==> src/rtl/sum_latch_pkg.sv <==
// Shared types, constants and helpers for the sum/latch UART transmitter.
package sum_latch_pkg;

  typedef enum logic [1:0] {IDLE, LOAD, SEND, WAIT} state_e;

  localparam logic [7:0] ASCII_CR = 8'h0D;
  localparam logic [7:0] ASCII_LF = 8'h0A;

  function automatic logic [7:0] nibble_to_ascii(input logic [3:0] nib);
    return (nib < 4'd10) ? (8'h30 + {4'h0, nib}) : (8'h37 + {4'h0, nib});
  endfunction

  // ceil((data_w + 1) / 4): digits needed for the DATA_W+1 bit result
  function automatic int hex_digits(input int data_w);
    return (data_w + 4) / 4;
  endfunction

endpackage

==> src/rtl/sum_latch_uart_tx_core.sv <==
// 8N1 serialiser: one byte per start pulse, done pulses the cycle after the stop bit.
module uart_tx_core #(
  parameter int CLKS_PER_BIT = 5208
) (
  input  logic       clk,
  input  logic       reset,
  input  logic       start,
  input  logic [7:0] data,
  output logic       txd,
  output logic       busy,
  output logic       done
);

  localparam int CNT_W = (CLKS_PER_BIT > 1) ? $clog2(CLKS_PER_BIT) : 1;
  localparam logic [CNT_W-1:0] CNT_LAST = CNT_W'(CLKS_PER_BIT - 1);

  logic [CNT_W-1:0] cnt_q;
  logic [3:0]       bit_q;
  logic [8:0]       shift_q;
  logic             txd_q;
  logic             active_q;
  logic             done_q;

  // bit_q: 0 = start bit, 1..8 = data LSB first, 9 = stop bit
  always_ff @(posedge clk) begin
    if (reset) begin
      cnt_q    <= '0;
      bit_q    <= '0;
      shift_q  <= '1;
      txd_q    <= 1'b1;
      active_q <= 1'b0;
      done_q   <= 1'b0;
    end else begin
      done_q <= 1'b0;
      if (!active_q) begin
        if (start) begin
          active_q <= 1'b1;
          txd_q    <= 1'b0;
          shift_q  <= {1'b1, data};
          cnt_q    <= '0;
          bit_q    <= '0;
        end
      end else if (cnt_q == CNT_LAST) begin
        cnt_q <= '0;
        if (bit_q == 4'd9) begin
          active_q <= 1'b0;
          done_q   <= 1'b1;
        end else begin
          bit_q   <= bit_q + 4'd1;
          txd_q   <= shift_q[0];
          shift_q <= {1'b1, shift_q[8:1]};
        end
      end else begin
        cnt_q <= cnt_q + CNT_W'(1);
      end
    end
  end

  assign txd  = txd_q;
  assign busy = active_q;
  assign done = done_q;

endmodule

==> src/rtl/sum_latch_uart_tx.sv <==
// Latches two operands from button strobes, adds or subtracts them and sends the
// result as uppercase hex plus CR LF over UART.
module sum_latch_uart_tx
  import sum_latch_pkg::*;
#(
  parameter int DATA_W       = 4,
  parameter int CLKS_PER_BIT = 5208,
  parameter int SYNC_STAGES  = 2
) (
  input  logic              clk,
  input  logic              reset,
  input  logic              save_a_n,
  input  logic              save_b_n,
  input  logic              op_sub,
  input  logic [DATA_W-1:0] data_input,
  output logic              uart_txd,
  output logic              uart_tx_busy,
  output logic [DATA_W:0]   result,
  output logic              result_valid
);

  localparam int HEX_DIGITS = hex_digits(DATA_W);
  localparam int RES_W      = DATA_W + 1;
  localparam int PAD_W      = 4 * HEX_DIGITS;
  localparam int IDX_W      = 3;
  localparam logic [IDX_W-1:0] LAST_IDX = IDX_W'(HEX_DIGITS + 1);

  logic [1:0] btn_n;
  logic [1:0] fall;
  assign btn_n = {save_b_n, save_a_n};

  // Chains reset to 1 so releasing reset with a button up never looks like a press
  for (genvar gi = 0; gi < 2; gi++) begin : g_sync
    logic [SYNC_STAGES-1:0] sync_q;
    logic                   prev_q;
    always_ff @(posedge clk) begin
      if (reset) begin
        sync_q <= '1;
        prev_q <= 1'b1;
      end else begin
        sync_q <= {sync_q[SYNC_STAGES-2:0], btn_n[gi]};
        prev_q <= sync_q[SYNC_STAGES-1];
      end
    end
    assign fall[gi] = prev_q & ~sync_q[SYNC_STAGES-1];
  end

  logic pulse_a, pulse_b;
  assign pulse_a = fall[0];
  assign pulse_b = fall[1];

  state_e            state_q;
  logic [DATA_W-1:0] reg_a_q, reg_b_q, reg_a_d, reg_b_d;
  logic [RES_W-1:0]  result_q, alu_res;
  logic              result_valid_q, pending_q;
  logic [IDX_W-1:0]  char_idx_q, sel_idx;
  logic [PAD_W-1:0]  res_pad;
  logic [7:0]        tx_data;
  logic              tx_start, tx_done, core_busy;
  logic              start_msg, frame_done, last_char, advance, finish, launch;

  // The result is captured on the edge that enters LOAD, so it sees same-cycle operand loads
  always_comb begin
    reg_a_d = pulse_a ? data_input : reg_a_q;
    reg_b_d = pulse_b ? data_input : reg_b_q;
    alu_res = op_sub ? ({1'b0, reg_a_d} - {1'b0, reg_b_d})
                     : ({1'b0, reg_a_d} + {1'b0, reg_b_d});
  end

  assign start_msg  = pending_q | pulse_b;
  assign frame_done = (state_q == WAIT) && tx_done;
  assign last_char  = (char_idx_q == LAST_IDX);
  assign advance    = frame_done && !last_char;
  assign finish     = frame_done && last_char;
  assign launch     = ((state_q == IDLE) || finish) && start_msg;

  // LOAD hands char 0 straight to the core and WAIT chains the next char on done,
  // keeping the inter-character gap to a single idle cycle.
  assign tx_start = ((state_q == LOAD) || (state_q == SEND) || advance) && !core_busy;

  always_comb begin
    if (state_q == LOAD)      sel_idx = '0;
    else if (state_q == SEND) sel_idx = char_idx_q;
    else                      sel_idx = char_idx_q + IDX_W'(1);
    res_pad = PAD_W'(result_q);
    tx_data = ASCII_LF;
    if (sel_idx == IDX_W'(HEX_DIGITS)) tx_data = ASCII_CR;
    for (int i = 0; i < HEX_DIGITS; i++) begin
      if (sel_idx == IDX_W'(i)) tx_data = nibble_to_ascii(res_pad[(HEX_DIGITS-1-i)*4 +: 4]);
    end
  end

  always_ff @(posedge clk) begin
    if (reset) begin
      state_q        <= IDLE;
      reg_a_q        <= '0;
      reg_b_q        <= '0;
      result_q       <= '0;
      result_valid_q <= 1'b0;
      pending_q      <= 1'b0;
      char_idx_q     <= '0;
    end else begin
      reg_a_q        <= reg_a_d;
      reg_b_q        <= reg_b_d;
      result_valid_q <= launch;
      pending_q      <= launch ? 1'b0 : start_msg;
      if (launch) result_q <= alu_res;
      case (state_q)
        IDLE: if (launch) state_q <= LOAD;
        LOAD: begin
          char_idx_q <= '0;
          state_q    <= WAIT;
        end
        SEND: state_q <= WAIT;
        WAIT: begin
          if (finish)       state_q <= launch ? LOAD : IDLE;
          else if (advance) char_idx_q <= char_idx_q + IDX_W'(1);
        end
        default: state_q <= IDLE;
      endcase
    end
  end

  uart_tx_core #(.CLKS_PER_BIT(CLKS_PER_BIT)) u_core (
    .clk   (clk),
    .reset (reset),
    .start (tx_start),
    .data  (tx_data),
    .txd   (uart_txd),
    .busy  (core_busy),
    .done  (tx_done)
  );

  // Drops in the done cycle of the final LF unless another message follows immediately
  assign uart_tx_busy = (state_q != IDLE) && !(finish && !start_msg);
  assign result       = result_q;
  assign result_valid = result_valid_q;

endmodule

==> config.mk <==
export PLATFORM = sky130hd
export DESIGN_NAME = sum_latch_uart_tx
export DESIGN_NICKNAME = d
export VERILOG_FILES = /design/src/rtl/sum_latch_pkg.sv /design/src/rtl/sum_latch_uart_tx_core.sv /design/src/rtl/sum_latch_uart_tx.sv
export SDC_FILE = /design/constraint.sdc
export NUM_CORES = 1
export LEC_CHECK = 0
export CORE_MARGIN = 1.5
export CORE_UTILIZATION = 30
export DETAILED_ROUTE_END_ITERATION = 10
export SLEW_MARGIN = 15
export SYNTH_ARGS = -nofsm -noshare
export SYNTH_HDL_FRONTEND = slang
export SYNTH_SLANG_ARGS = --single-unit
export TNS_END_PERCENT = 100
==> constraint.sdc <==
create_clock -name clk -period 3.3 [get_ports clk]
set_input_delay 0.825 -clock clk [delete_from_list [all_inputs] [get_ports clk]]
set_output_delay 0.825 -clock clk [all_outputs]
set_load 0.005 [all_outputs]
---- Word-level counts from Yosys, hierarchy flattened ----
Cells that the tools add are included.
cells by class
  add/subtract/negate cells ............... 8
  magnitude comparators ................... 1
  eq/ne operators ......................... 14
  mux-type cells .......................... 36
  bitwise gates (word level) .............. 7
  reduce and logical (&&, ||, !) cells .... 25
operators with widths
  operator                                        number
  two-way mux 13 bit                              3
  two-way mux 9 bit                               4
  two-way mux 4 bit                               6
  two-way mux 8 bit                               2
  two-way mux 3 bit                               5
  adder 6 x 4 -> 7 bit (first input constant)     2
  adder 13 x 1 -> 13 bit (second input constant)  1
  == test 13 bit (second input constant)          1
  inequality test 2 bit (second input constant)   6
  two-way mux 1 bit                               10
  adder 6 x 1 -> 7 bit (first input constant)     1
  logical AND 1 bit                               7
  two-way mux 7 bit                               1
  == test 3 x 2 -> 1 bit (second input constant)  2
  one-hot mux 2 bit (3 select lines)              1
  one-hot mux 3 bit (2 select lines)              1
  AND reduction 3 bit                             2
  nonzero test 2 bit                              3
  adder 4 x 4 -> 5 bit                            1
  two-way mux 5 bit                               1
  subtractor 4 x 4 -> 5 bit                       1
  adder 4 x 1 -> 4 bit (second input constant)    1
  == test 2 bit (second input constant)           2
  == test 4 bit (second input constant)           1
  other kinds (15)                                26
storage, ports and cells
  register bits after elaboration ......... 55
  input port bits ......................... 9
  output and inout port bits .............. 8
  word-level logic and storage cells ...... 108

---- Longest topological paths before layout ----
Gate-level depths: netlist of run 1.
  depth in word-level cells ............... 9
  mapped depth ............................ 10
  depth with buffers taken out ............ 10

---- By module ----
A second synthesis of run 1 with hierarchy kept.
unflattened totals
  cell total of the unflattened synthesis .. 329
  area total of the unflattened synthesis .. 2892.8 um^2
modules (own cells, without submodules)
  module             times used  cells an instance  area an instance (um^2)  seq. area each (um^2)
  sum_latch_uart_tx  1           163                1488.9                   520.5
  uart_tx_core       1           166                1403.8                   560.5

---- Least setup slack after synthesis of run 1 ----
No wires, ideal clock.
  path type ............................... in2reg
  start ................................... input port data_input[1]
  end ..................................... register result_q[4], in the netlist result[4]
  setup time .............................. 86 ps
  arrival time ............................ 2577 ps
  required time ........................... 3214 ps
  slack ................................... 637 ps
  cell stages on the path ................. 9
  buffers on the path ..................... 0
  cell sequence ........................... or4b_1 o31ai_1 nor2_1 xor2_1 ha_1 a21o_1 a21oi_1 xnor2_1 a211oi_1
on the way
  longest elaborated chain between the ends .. 3
  elaborated cells between the ends (all ways) .. 5
  those cells by class .................... add/sub (2); mux (3)
ends and longest elaborated chain
  element                                                            RTL line                                          source
  start: declaration                                                 sum_latch_uart_tx.sv:15                           input logic [DATA_W-1:0] data_input,
  two-way mux 4 bit (on tied branches)                               sum_latch_uart_tx.sv:64, sum_latch_uart_tx.sv:65
  adder 4 x 4 -> 5 bit or subtractor 4 x 4 -> 5 bit (tied branches)  sum_latch_uart_tx.sv:67, sum_latch_uart_tx.sv:66
  two-way mux 5 bit *                                                sum_latch_uart_tx.sv:66                           alu_res = op_sub ? ({1'b0, reg_a_d} - {1'b0, reg_b_d})
  end signal: assignment                                             sum_latch_uart_tx.sv:107                          if (launch) result_q <= alu_res;
  end: declaration                                                   sum_latch_uart_tx.sv:54                           logic [RES_W-1:0] result_q, alu_res;
Every way passes the cells marked *; elsewhere a longest branch is shown, timed or not.
A chain may end at the register's enable or synchronous reset.

---- Final worst setup path of run 1 ----
Same ends and word-level chain as after synthesis.

==> impl_metrics.csv, run 1 <==
group,metric,value,unit
drt,route.detailed.drc,0,
worst_hold_path,hold_class,"reg -> reg",
timing,fin_crit,2.93,ns
finish,drive_gt1_frac,0.0723,
setup_path,cp.arrival,3.15,ns
setup_path,rr_worst_depth,9,
floorplanning,dieArea,10000,sq um
timing,setup_violations,0,
run,max_cap_violations,0,
logic_synthesis,synth_top_area_share,0.382,
power_and_ir_drop,powerDensity,622,nW/um^2
finish,num-nets-final,356,
logic_synthesis,yosys-top-cells-area,"dfxtp_1, ha_1, nor2_1",
logic_synthesis,synth_edf_count,0,
setup_path,crit_chain,"clkdlybuf4s50_1 > or4b_1 > o31ai_1 > nor2_1 > xor2_1 > ha_1 > a21o_1 > a21oi_1 > xnor2_1 > a211oi_1",
logic_synthesis,yosysTopAreaCell,"dfxtp_1",
power_and_ir_drop,power.total,0.00198,W
cts,cts_buffer_depth,2,
finish,area_growth,12.5,%
setup_path,critPathMaxStageDelay,0.51,ns
finish,antennaDiodeCount,0,
logic_synthesis,synth_adder_area_share,0.0734,
setup_path,crit_type,"in -> reg",
drt,routed_wl,5.84,mm
floorplanning,io_pins,17,
placed_design,hpwl,4.15,mm
logic_synthesis,synth_top_family_by_area,"simple AND/OR/NAND/NOR gates",
timing,hold_viol,0,
drt,vias,2311,
global_route,gr-total-overflow,0,
floorplanning,die_x,100,um
global_route,grt_pass1_vias,2151,
timing,fin_skew,0.0119,ns
drt,drtIter0Drc,71,
timing,rsz0062_at_grt,"false",
setup_path,crit_fanout,3,
global_route,grt_pass1_wl,10.2,mm
placed_design,globalplace.congestion,0.768,
logic_synthesis,synth_simple_gate_area_frac,0.227,
logic_synthesis,ys_seq_area_frac,0.382,
logic_synthesis,synth_ff_type,"dfxtp_1",
cts,cts.reportedPaths.clkPinSlew,0.10,ns
logic_synthesis,synthDistinctLibCells,58,
cts,h-tree-depth,2,
floorplanning,num_rows,35,
timing,slew_headroom,0.352,
power_and_ir_drop,p_leak,1.14,nW
power_and_ir_drop,ir_drop,0.000298,V
timing,fmax,342,MHz
worst_hold_path,hp-start,"g_sync[0].sync_q[0]$_SDFF_PP1_",
drt,ant_nets,0,
drt,drtPass1Iterations,4,
global_route,antenna_found_initial,0,
logic_synthesis,syn_area,2830,sq um
cts,post_cts_buffers,0,
cts,root_buffer,"clkbuf_8",
logic_synthesis,synth_compound_area_frac,0.195,
floorplanning,die_h,100,um
logic_synthesis,syn-instance-count,320,
setup_path,slowest_stage,"or4b_1",
worst_hold_path,hold_path_end,"g_sync[0].sync_q[1]$_SDFF_PP1_",
floorplanning,core-area,9200,sq um
floorplanning,start_util,0.308,
drt,wire_per_inst,13.2,um
global_route,grt_max_degree,54,
logic_synthesis,yosysWarnings,0,
cts,cts_hold_buf,0,
setup_path,start_kind,"primary input",
setup_path,r2r_end,"result[4]$_SDFFE_PP0P_",
setup_path,worstSetupEndpointType,"register",
logic_synthesis,synthXorXnorAreaFrac,0.0247,
logic_synthesis,synthMuxAreaShare,0.0552,
setup_path,reg2reg_slack,0.86,ns
cts,clk-insertion-delay-late,0.31,ns
global_route,grtUsageTotal,0.123,
cts,clock_sinks,54,
timing,tns,0,ns
logic_synthesis,synth_async_sr_flop_share,0,
logic_synthesis,syn_area_per_cell,8.85,sq um
cts,cts_resized,0,
timing,min_period_over_period,0.887,
drt,routed_via_density,5.22,
setup_path,required,3.52,ns
placed_design,io_buffers,16,
worst_hold_path,worstHoldPathCells,1,
cts,numCtsBuffers,5,
logic_synthesis,syn_nets,345,
status,outcome,"finished clean",
cts,cts_tree,"done",
logic_synthesis,ys_seq_elements,54,
setup_path,r2r_start,"g_sync[1].prev_q$_SDFF_PP1_",
timing,slew_viol_final,0,
timing,worstMarginPinSlew,0.971,ns
## cell type report
cell class,count,area (sq um)
clock buffer,5,68.8
clock inverter,3,47.5
fill,966,6010
inverter,15,56.3
multi-input combinational,238,1630
sequential,54,1080
tap,111,139
timing repair buffer,17,163
## synth_stat cells, drive strengths merged (3+ instances only)
master   n
nand4    4
or2      7
or3      3
a31oi    4
and2     4
xor2     4
o21ai   14
buf      4
nor2    38
o21a     3
mux2i   10
xnor2    4
nor2b    3
nand3b   7
a211o    5
a221oi   4
a211oi   4
inv     15
ha      15
a21oi   19
clkbuf   9
nor3b    3
dfxtp   54
mux2     5
a41oi    3
a311oi   8
nand3    8
nand2   18
nand2b   8
nor3     8
## where the power goes
group | leakage, nW | switching (W) | internal (W)
Combinational | 0.638 | 0.000409 | 0.000315
Clock | 0.0587 | 0.000230 | 0.000230
Sequential | 0.440 | 0.0000706 | 0.000725
Total | 1.14 | 0.000709 | 0.00127
## per-stage QoR
step / cells / setup WS, ns / cell area, sq um / util / hold slack [ns]
CTS: 443 / 0.384 / 3180 / 0.346 / 0.420
finish: 443 / 0.374 / 3180 / 0.346 / 0.418
floorplan: 320 / 0.637 / 2830 / - / 0.389
global placement: 435 / 0.115 / 3070 / 0.334 / 0.393
detailed placement: 435 / 0.0458 / 3070 / 0.334 / 0.394
global route: 443 / 0.206 / 3180 / 0.346 / 0.438
## flip-flops by register name (all words and copies together) (netlist names)
register,cells
reg_a_q,4
u_core.bit_q,4
state_q,2
g_sync.sync_q,4
u_core.busy,1
u_core.done,1
pending_q,1
g_sync.prev_q,2
u_core.shift_q,8
u_core.txd,1
char_idx_q,3
result,5
result_valid,1
u_core.cnt_q,13
reg_b_q,4
## logic make-up (layout without fill, tap and decap cells)
logic type / count (synthesis) / count (layout)
compound gates: 79 / 79
xor+xnor: 8 / 8
fa+ha+maj: 16 / 16
buf+inv: 28 / 40
flops: 54 / 54
mux: 15 / 15
simple gates: 120 / 120
## metal layers
layer / GRT usage / vias to the layer above / wire length [um]
met5: 0 / - / 0
met4: 0.0260 / 0 / 29
met3: 0.0258 / 4 / 186
met2: 0.200 / 29 / 2680
met1: 0.169 / 1103 / 2950
li1: - / 1175 / -
## worst max path at each step
stage	startpoint	to
after floorplan	data_input[1]	result[4]$_SDFFE_PP0P_
after global placement	data_input[1]	result[4]$_SDFFE_PP0P_
after detailed placement	data_input[1]	result[4]$_SDFFE_PP0P_
after CTS	data_input[1]	result[4]$_SDFFE_PP0P_
after global routing	data_input[1]	result[4]$_SDFFE_PP0P_
final	data_input[1]	result[4]$_SDFFE_PP0P_
## worst max-delay path, delay by kind of cell
| family | cells | cell delay (ns) |
|---|---|---|
| AND/OR/NAND/NOR | 2 | 0.60 |
| AO/OA/AOI/OAI | 4 | 0.72 |
| buffers and inverters | 1 | 0.44 |
| XOR/XNOR | 2 | 0.23 |
| adder cells (fa/ha/maj) | 1 | 0.33 |
## placed cells by master (no fill, tap or decap), types with 5 or more instances in the layout
cell type        Yosys  routed
clkdlybuf4s50_1      0      15
a21oi_1             19      19
mux2i_1             10      10
nor2_1              38      38
nand3_1              8       8
o21ai_0             11      11
dfxtp_1             54      54
a211o_1              5       5
inv_1               15      15
nand2_1             18      18
ha_1                15      15
nand3b_1             7       7
or2_2                7       7
a311oi_1             8       8
nand2b_1             8       8
nor3_1               8       8
clkbuf_8             0       5
(Power assumes the default switching activity.)
==> inputs of run 2 (changes only) <==
- ABC_AREA: not set -> 1
==> run 2 against run 1 <==
Net effect: synthesized cell count up 42%; hold slack better by 0.0024 ns; sequential share of layout area down 2.9 points; setup slack better by 0.21 ns; critical path depth down 4; non-clock buffer count up 3; cell area up 9.2%; die area up 8.7%; flip-flop and latch count unchanged; critical path type is now reg -> out; largest cell class unchanged; highest routed layer unchanged.
==> impl_metrics.csv, run 2 <==
group,metric,value,unit
timing,fmax,368,MHz
setup_path,required,2.47,ns
drt,vias,2811,
finish,fill_cells,1065,
cts,post_cts_buffers,0,
logic_synthesis,syn_nets,478,
timing,setup_violations,0,
cts,numCtsBuffers,5,
timing,whs,0.420,ns
logic_synthesis,synth_top_family_by_area,"simple AND/OR/NAND/NOR gates",
logic_synthesis,yosysWarnings,0,
cts,cts_resized,0,
power_and_ir_drop,clockPowerShare,0.191,
finish,final_common_cell,"nand2_1",
setup_path,worstSetupEndpointType,"output pin",
logic_synthesis,yosysMostFrequentCell,"nand2_1",
logic_synthesis,yosys-top-cells-count,"nand2_1, inv_1, dfxtp_1",
drt,wire_per_inst,11.3,um
setup_path,cp_top_family,"buffers and inverters",
cts,h-tree-depth,2,
logic_synthesis,synthMuxAreaShare,0.00324,
setup_path,rr_worst_depth,16,
timing,fin_skew,0.0145,ns
power_and_ir_drop,p_leak,1.50,nW
floorplanning,num_rows,36,
logic_synthesis,synthXorXnorAreaFrac,0.0170,
floorplanning,io_pins,17,
timing,slew_viol_final,0,
status,outcome,"finished clean",
finish,largest_register,"u_core.cnt_q",
timing,rsz0062_at_grt,"false",
cts,clock_sinks,54,
timing,tns,0,ns
logic_synthesis,synth_top_area_share,0.350,
setup_path,critical_path_depth,6,
drt,routed_wl,6.82,mm
logic_synthesis,synth_async_sr_flop_share,0,
floorplanning,die_h,104,um
power_and_ir_drop,seq_power_share,0.373,
run,max_cap_violations,0,
finish,largest_reg_flops,13,
power_and_ir_drop,swShare,0.428,
global_route,grt_pass1_vias,2677,
setup_path,crit_chain,"ha_1 > ha_1 > nand3_1 > nand2_1 > nand2_1 > clkdlybuf4s50_1",
worst_hold_path,hold_class,"reg -> reg",
finish,num-nets-final,494,
setup_path,crit_buf_inv,1,
logic_synthesis,synth_compound_area_frac,0.105,
placed_design,globalplace.congestion,0.866,
floorplanning,start_util,0.313,
cts,cts_tree,"done",
drt,ant_nets,0,
floorplanning,dieArea,10900,sq um
logic_synthesis,synth_edf_count,0,
placed_design,hpwl,5.02,mm
drt,route.detailed.drc,0,
logic_synthesis,ys_seq_area_frac,0.350,
setup_path,crit_type,"reg -> out",
finish,antennaDiodeCount,0,
logic_synthesis,synthDistinctLibCells,35,
logic_synthesis,synth_adder_area_share,0.0673,
logic_synthesis,ys_seq_elements,54,
power_and_ir_drop,ir_drop,0.000303,V
power_and_ir_drop,power.net_switching,0.000918,W
placed_design,io_buffers,16,
logic_synthesis,synth_simple_gate_area_frac,0.360,
drt,routed_via_density,4.66,
power_and_ir_drop,power.total,0.00214,W
setup_path,critPathMaxStageDelay,0.50,ns
global_route,gr-total-overflow,0,
power_and_ir_drop,powerDensity,616,nW/um^2
logic_synthesis,syn_area,3090,sq um
logic_synthesis,yosys-top-cells-area,"dfxtp_1, nand2_1, nand3_1",
floorplanning,die_x,104,um
timing,fin_crit,2.72,ns
global_route,antenna_found_initial,0,
drt,drtIter0Drc,146,
setup_path,slowest_stage,"clkdlybuf4s50_1",
cts,cts_buffer_depth,2,
logic_synthesis,syn-instance-count,453,
logic_synthesis,synth_ff_type,"dfxtp_1",
setup_path,crit_fanout,5,
floorplanning,core-area,9860,sq um
global_route,grt_max_degree,21,
timing,min_period_over_period,0.824,
power_and_ir_drop,internal-power,0.00122,W
finish,final_cell_mix,"nand2_1, inv_1, dfxtp_1, nand3_1, nor2_1",
worst_hold_path,worstHoldPathCells,1,
logic_synthesis,yosysTopAreaCell,"dfxtp_1",
cts,cts_hold_buf,0,
setup_path,cp.arrival,1.89,ns
finish,area_growth,12.7,%
drt,drtPass1Iterations,4,
cts,clk-insertion-delay-late,0.32,ns
global_route,grt_pass1_wl,11.7,mm
cts,cts.reportedPaths.clkPinSlew,0.11,ns
cts,root_buffer,"clkbuf_8",
global_route,grtUsageTotal,0.128,
power_and_ir_drop,pwr-share-comb,0.435,
finish,drive_gt1_frac,0.100,
timing,slew_headroom,0.714,
logic_synthesis,syn_area_per_cell,6.81,sq um
timing,worstMarginPinSlew,0.429,ns
timing,hold_viol,0,
finish,final_core_util,0.353,
setup_path,start_kind,"register",
==> run 2: changes by cell type in the layout (fill, tap and decap cells not counted), sizes merged, moves of 6 or more <==
cell	delta
a21oi	+9
nand3	+40
o21ai	+11
nand3b	-6
mux2i	-9
a311oi	-8
nor2	+7
nand2	+115
nand2b	-8
inv	+50
==> run 2: kinds of logic (layout without fill, tap and decap cells) <==
group,count (synthesis),after routing
buf+inv,75,92
mux,1,1
fa+ha+maj,16,16
flops,54,54
compound gates,60,60
xor+xnor,6,6
simple gates,241,241
==> run 2: final timing paths <==
kind,slack [ns],endpoint,from
hold / removal,0.42,g_sync[0].sync_q[1]$_SDFF_PP1_,g_sync[0].sync_q[0]$_SDFF_PP1_
hold reg to reg,0.42,g_sync[0].sync_q[1]$_SDFF_PP1_,g_sync[0].sync_q[0]$_SDFF_PP1_
setup reg to reg,1.13,result[4]$_SDFFE_PP0P_,g_sync[1].prev_q$_SDFF_PP1_
setup / recovery,0.58,uart_tx_busy,char_idx_q[0]$_SDFFE_PP0P_
==> run 2: stage by stage <==
stage	cells	cell area, sq um	setup WS (ns)
floorplan	453	3090	1.03
global placement	595	3380	0.442
detailed placement	595	3380	0.397
CTS	603	3480	0.564
global route	603	3480	0.470
finish	603	3480	0.581
==> run 2: cell type report <==
| type | count | area, sq um | share of cell area |
|---|---|---|---|
| clock buffers | 5 | 68.8 | 0.0198 |
| clock inverters | 3 | 28.8 | 0.00827 |
| inverters | 64 | 240 | 0.0691 |
| multi-input cells | 324 | 1700 | 0.490 |
| flip-flops and latches | 54 | 1080 | 0.311 |
| well taps | 133 | 166 | 0.0478 |
| repair buffers | 20 | 190 | 0.0547 |
==> run 2: worst reg2reg max path: stages, from the launching register on <==
cell and delay [ns]:
dfxtp_1 0.43, nand2_2 0.14, nand2_1 0.11, nand2_1 0.10, nor2_1 0.15, nand2_1 0.06
nand2_1 0.07, xor2_1 0.15, ha_1 0.28, nand2_1 0.08, nand2_1 0.05, a31oi_1 0.18
inv_1 0.06, nand3_1 0.08, nand2_1 0.06, nand2_1 0.05, nand2_1 0.04
==> run 2: power by group through the flow <==
stage          clock network, W  logic [W]  registers (W)
3_3_place_gp                  0   0.000916       0.000813
2_1_floorplan                 0   0.000715       0.000802
3_5_place_dp                  0   0.000939       0.000814
6_report               0.000410   0.000933       0.000800
5_1_grt                0.000445    0.00107       0.000814
4_1_cts                0.000423   0.000943       0.000799
==> run 2: per-layer routing <==
layer / vias to the layer above / global-route usage / wire (um)
met5: - / 0 / 0
met4: 0 / 0.0506 / 106
met3: 12 / 0.0219 / 284
met2: 69 / 0.211 / 3150
met1: 1255 / 0.165 / 3280
li1: 1475 / - / -
==> inputs of run 3 (changes only) <==
- clock period: 3.3 -> 2.2 ns (I/O delays scaled with it)
==> run 3 against run 2 <==
Net effect: setup slack lost 0.44 ns; wire length grew 1.5%; register-to-register slack lost 0.96 ns; hold slack lost 0.0059 ns; die area is the same; first-iteration DRC count grew 3.4%; largest power group unchanged.
==> impl_metrics.csv, run 3 (synthesis gave the netlist of run 2 again) <==
group,metric,value,unit
floorplanning,start_util,0.313,
setup_path,crit_fanout,3,
placed_design,io_buffers,16,
finish,final_common_cell,"nand2_1",
cts,h-tree-depth,2,
timing,fmax,486,MHz
timing,fin_skew,0.00908,ns
finish,num-nets-final,517,
finish,largest_register,"u_core.cnt_q",
floorplanning,dieArea,10900,sq um
global_route,grt_pass1_vias,2699,
global_route,grtUsageTotal,0.132,
setup_path,start_kind,"register",
drt,vias,2865,
drt,wire_per_inst,11.1,um
power_and_ir_drop,clockPowerShare,0.168,
timing,slew_headroom,0.734,
power_and_ir_drop,powerDensity,862,nW/um^2
setup_path,crit_buf_inv,1,
status,outcome,"finished clean",
setup_path,critPathMaxStageDelay,0.34,ns
floorplanning,io_pins,17,
cts,cts_tree,"done",
setup_path,crit_chain,"ha_1 > ha_2 > nand3_2 > nand2_2 > nand2_1 > dlygate4sd2_1",
global_route,antenna_found_initial,0,
floorplanning,die_x,104,um
timing,fin_crit,2.06,ns
cts,cts.reportedPaths.clkPinSlew,0.09,ns
drt,ant_nets,0,
cts,numCtsBuffers,5,
floorplanning,num_rows,36,
global_route,grt_pass1_wl,12.1,mm
placed_design,hpwl,5.06,mm
finish,area_growth,19.5,%
timing,tns,0,ns
power_and_ir_drop,power.net_switching,0.00133,W
power_and_ir_drop,p_leak,1.62,nW
finish,final_cell_mix,"nand2_1, inv_1, dfxtp_1, nand3_1, nor2_1",
timing,worstMarginPinSlew,0.396,ns
setup_path,slowest_stage,"dfxtp_1",
cts,clock_sinks,54,
timing,setup_violations,0,
finish,final_core_util,0.374,
setup_path,worstSetupEndpointType,"output pin",
timing,min_period_over_period,0.936,
cts,root_buffer,"clkbuf_8",
cts,clk-insertion-delay-late,0.31,ns
setup_path,cp.arrival,1.51,ns
global_route,grt_max_degree,20,
power_and_ir_drop,internal-power,0.00184,W
power_and_ir_drop,ir_drop,0.000406,V
finish,drive_gt1_frac,0.175,
power_and_ir_drop,seq_power_share,0.378,
cts,cts_hold_buf,0,
drt,drtIter0Drc,151,
finish,antennaDiodeCount,0,
drt,routed_via_density,4.58,
floorplanning,core-area,9860,sq um
drt,route.detailed.drc,0,
finish,largest_reg_flops,13,
power_and_ir_drop,pwr-share-comb,0.454,
drt,routed_wl,6.92,mm
cts,cts_buffer_depth,2,
placed_design,globalplace.congestion,0.863,
timing,hold_viol,0,
setup_path,crit_type,"reg -> out",
setup_path,required,1.65,ns
run,max_cap_violations,0,
power_and_ir_drop,swShare,0.420,
timing,rsz0062_at_grt,"false",
floorplanning,die_h,104,um
drt,drtPass1Iterations,4,
setup_path,cp_top_family,"adder cells",
timing,slew_viol_final,0,
global_route,gr-total-overflow,0,
worst_hold_path,hold_class,"reg -> reg",
-- run 3: changes by cell type in the layout (fill, tap and decap cells not counted), sizes merged --
cell / delta
buf: +23
clkdlybuf4s50: -5
dlygate4sd2: +4
inv: -2
clkinv: +1
dlymetal6s2s: +1
-- run 3: final timing paths --
| kind | startpoint | endpoint | slack [ns] | depth (start not counted) |
|---|---|---|---|---|
| setup / recovery | char_idx_q[1]$_SDFFE_PP0P_ | uart_tx_busy | 0.14 | 6 |
| hold / removal | g_sync[1].sync_q[0]$_SDFF_PP1_ | g_sync[1].sync_q[1]$_SDFF_PP1_ | 0.41 | 1 |
| setup reg to reg | g_sync[1].sync_q[1]$_SDFF_PP1_ | result[4]$_SDFFE_PP0P_ | 0.17 | 16 |
| hold reg to reg | g_sync[1].sync_q[0]$_SDFF_PP1_ | g_sync[1].sync_q[1]$_SDFF_PP1_ | 0.41 | 1 |
-- run 3: metal layers --
metal  wire, um  track usage
met2       3190        0.219
met1       3470        0.178
met4         51       0.0298
met5          0            0
met3        202       0.0219
-- run 3: through the flow --
step	worst slack, ns	power, W	instance area (sq um)	hold slack [ns]	cells
after global routing	0.0105	0.00348	3690	0.427	625
after detailed placement	-0.444	0.00265	3520	0.394	613
after global placement	-0.338	0.00262	3520	0.392	613
after floorplan	0.201	0.00228	3090	0.389	453
final	0.142	0.00318	3690	0.414	625
after CTS	0.0441	0.00319	3640	0.417	622
-- run 3: repair_timing --
item / in CTS / in global routing
setup buffers: 2 / 3
endpoints found under the setup margin: 3 / 2
gates resized for setup: 15 / 9
pin swaps: 6 / 1
cloned: 0 / 0
-- run 3: worst reg2reg max path, cell delays in order, from the launching register on --
cell	delay (ns)
dfxtp_2	0.33
inv_2	0.05
buf_4	0.15
nand3_2	0.07
nand2_2	0.07
nor2_2	0.12
nand2_1	0.06
nand2_1	0.07
xor2_1	0.15
ha_1	0.26
buf_4	0.15
a31oi_2	0.19
inv_1	0.06
nand3_1	0.07
nand2_1	0.06
nand2_1	0.05
nand2_1	0.04
-- run 3: cell type report --
class	count	area, sq um
clock buffer	5	68.8
clock inverter	2	10.0
fill	1030	6180
inverter	64	240
multi-input combinational	324	1760
sequential	54	1080
tap	133	166
timing repair buffer	43	360
-- run 3: power groups by stage --
stage	Combinational, W	Clock [W]	Sequential [W]
2_1_floorplan	0.00107	0	0.00120
3_3_place_gp	0.00140	0	0.00122
3_5_place_dp	0.00143	0	0.00122
4_1_cts	0.00144	0.000556	0.00120
5_1_grt	0.00166	0.000593	0.00122
6_report	0.00144	0.000534	0.00120
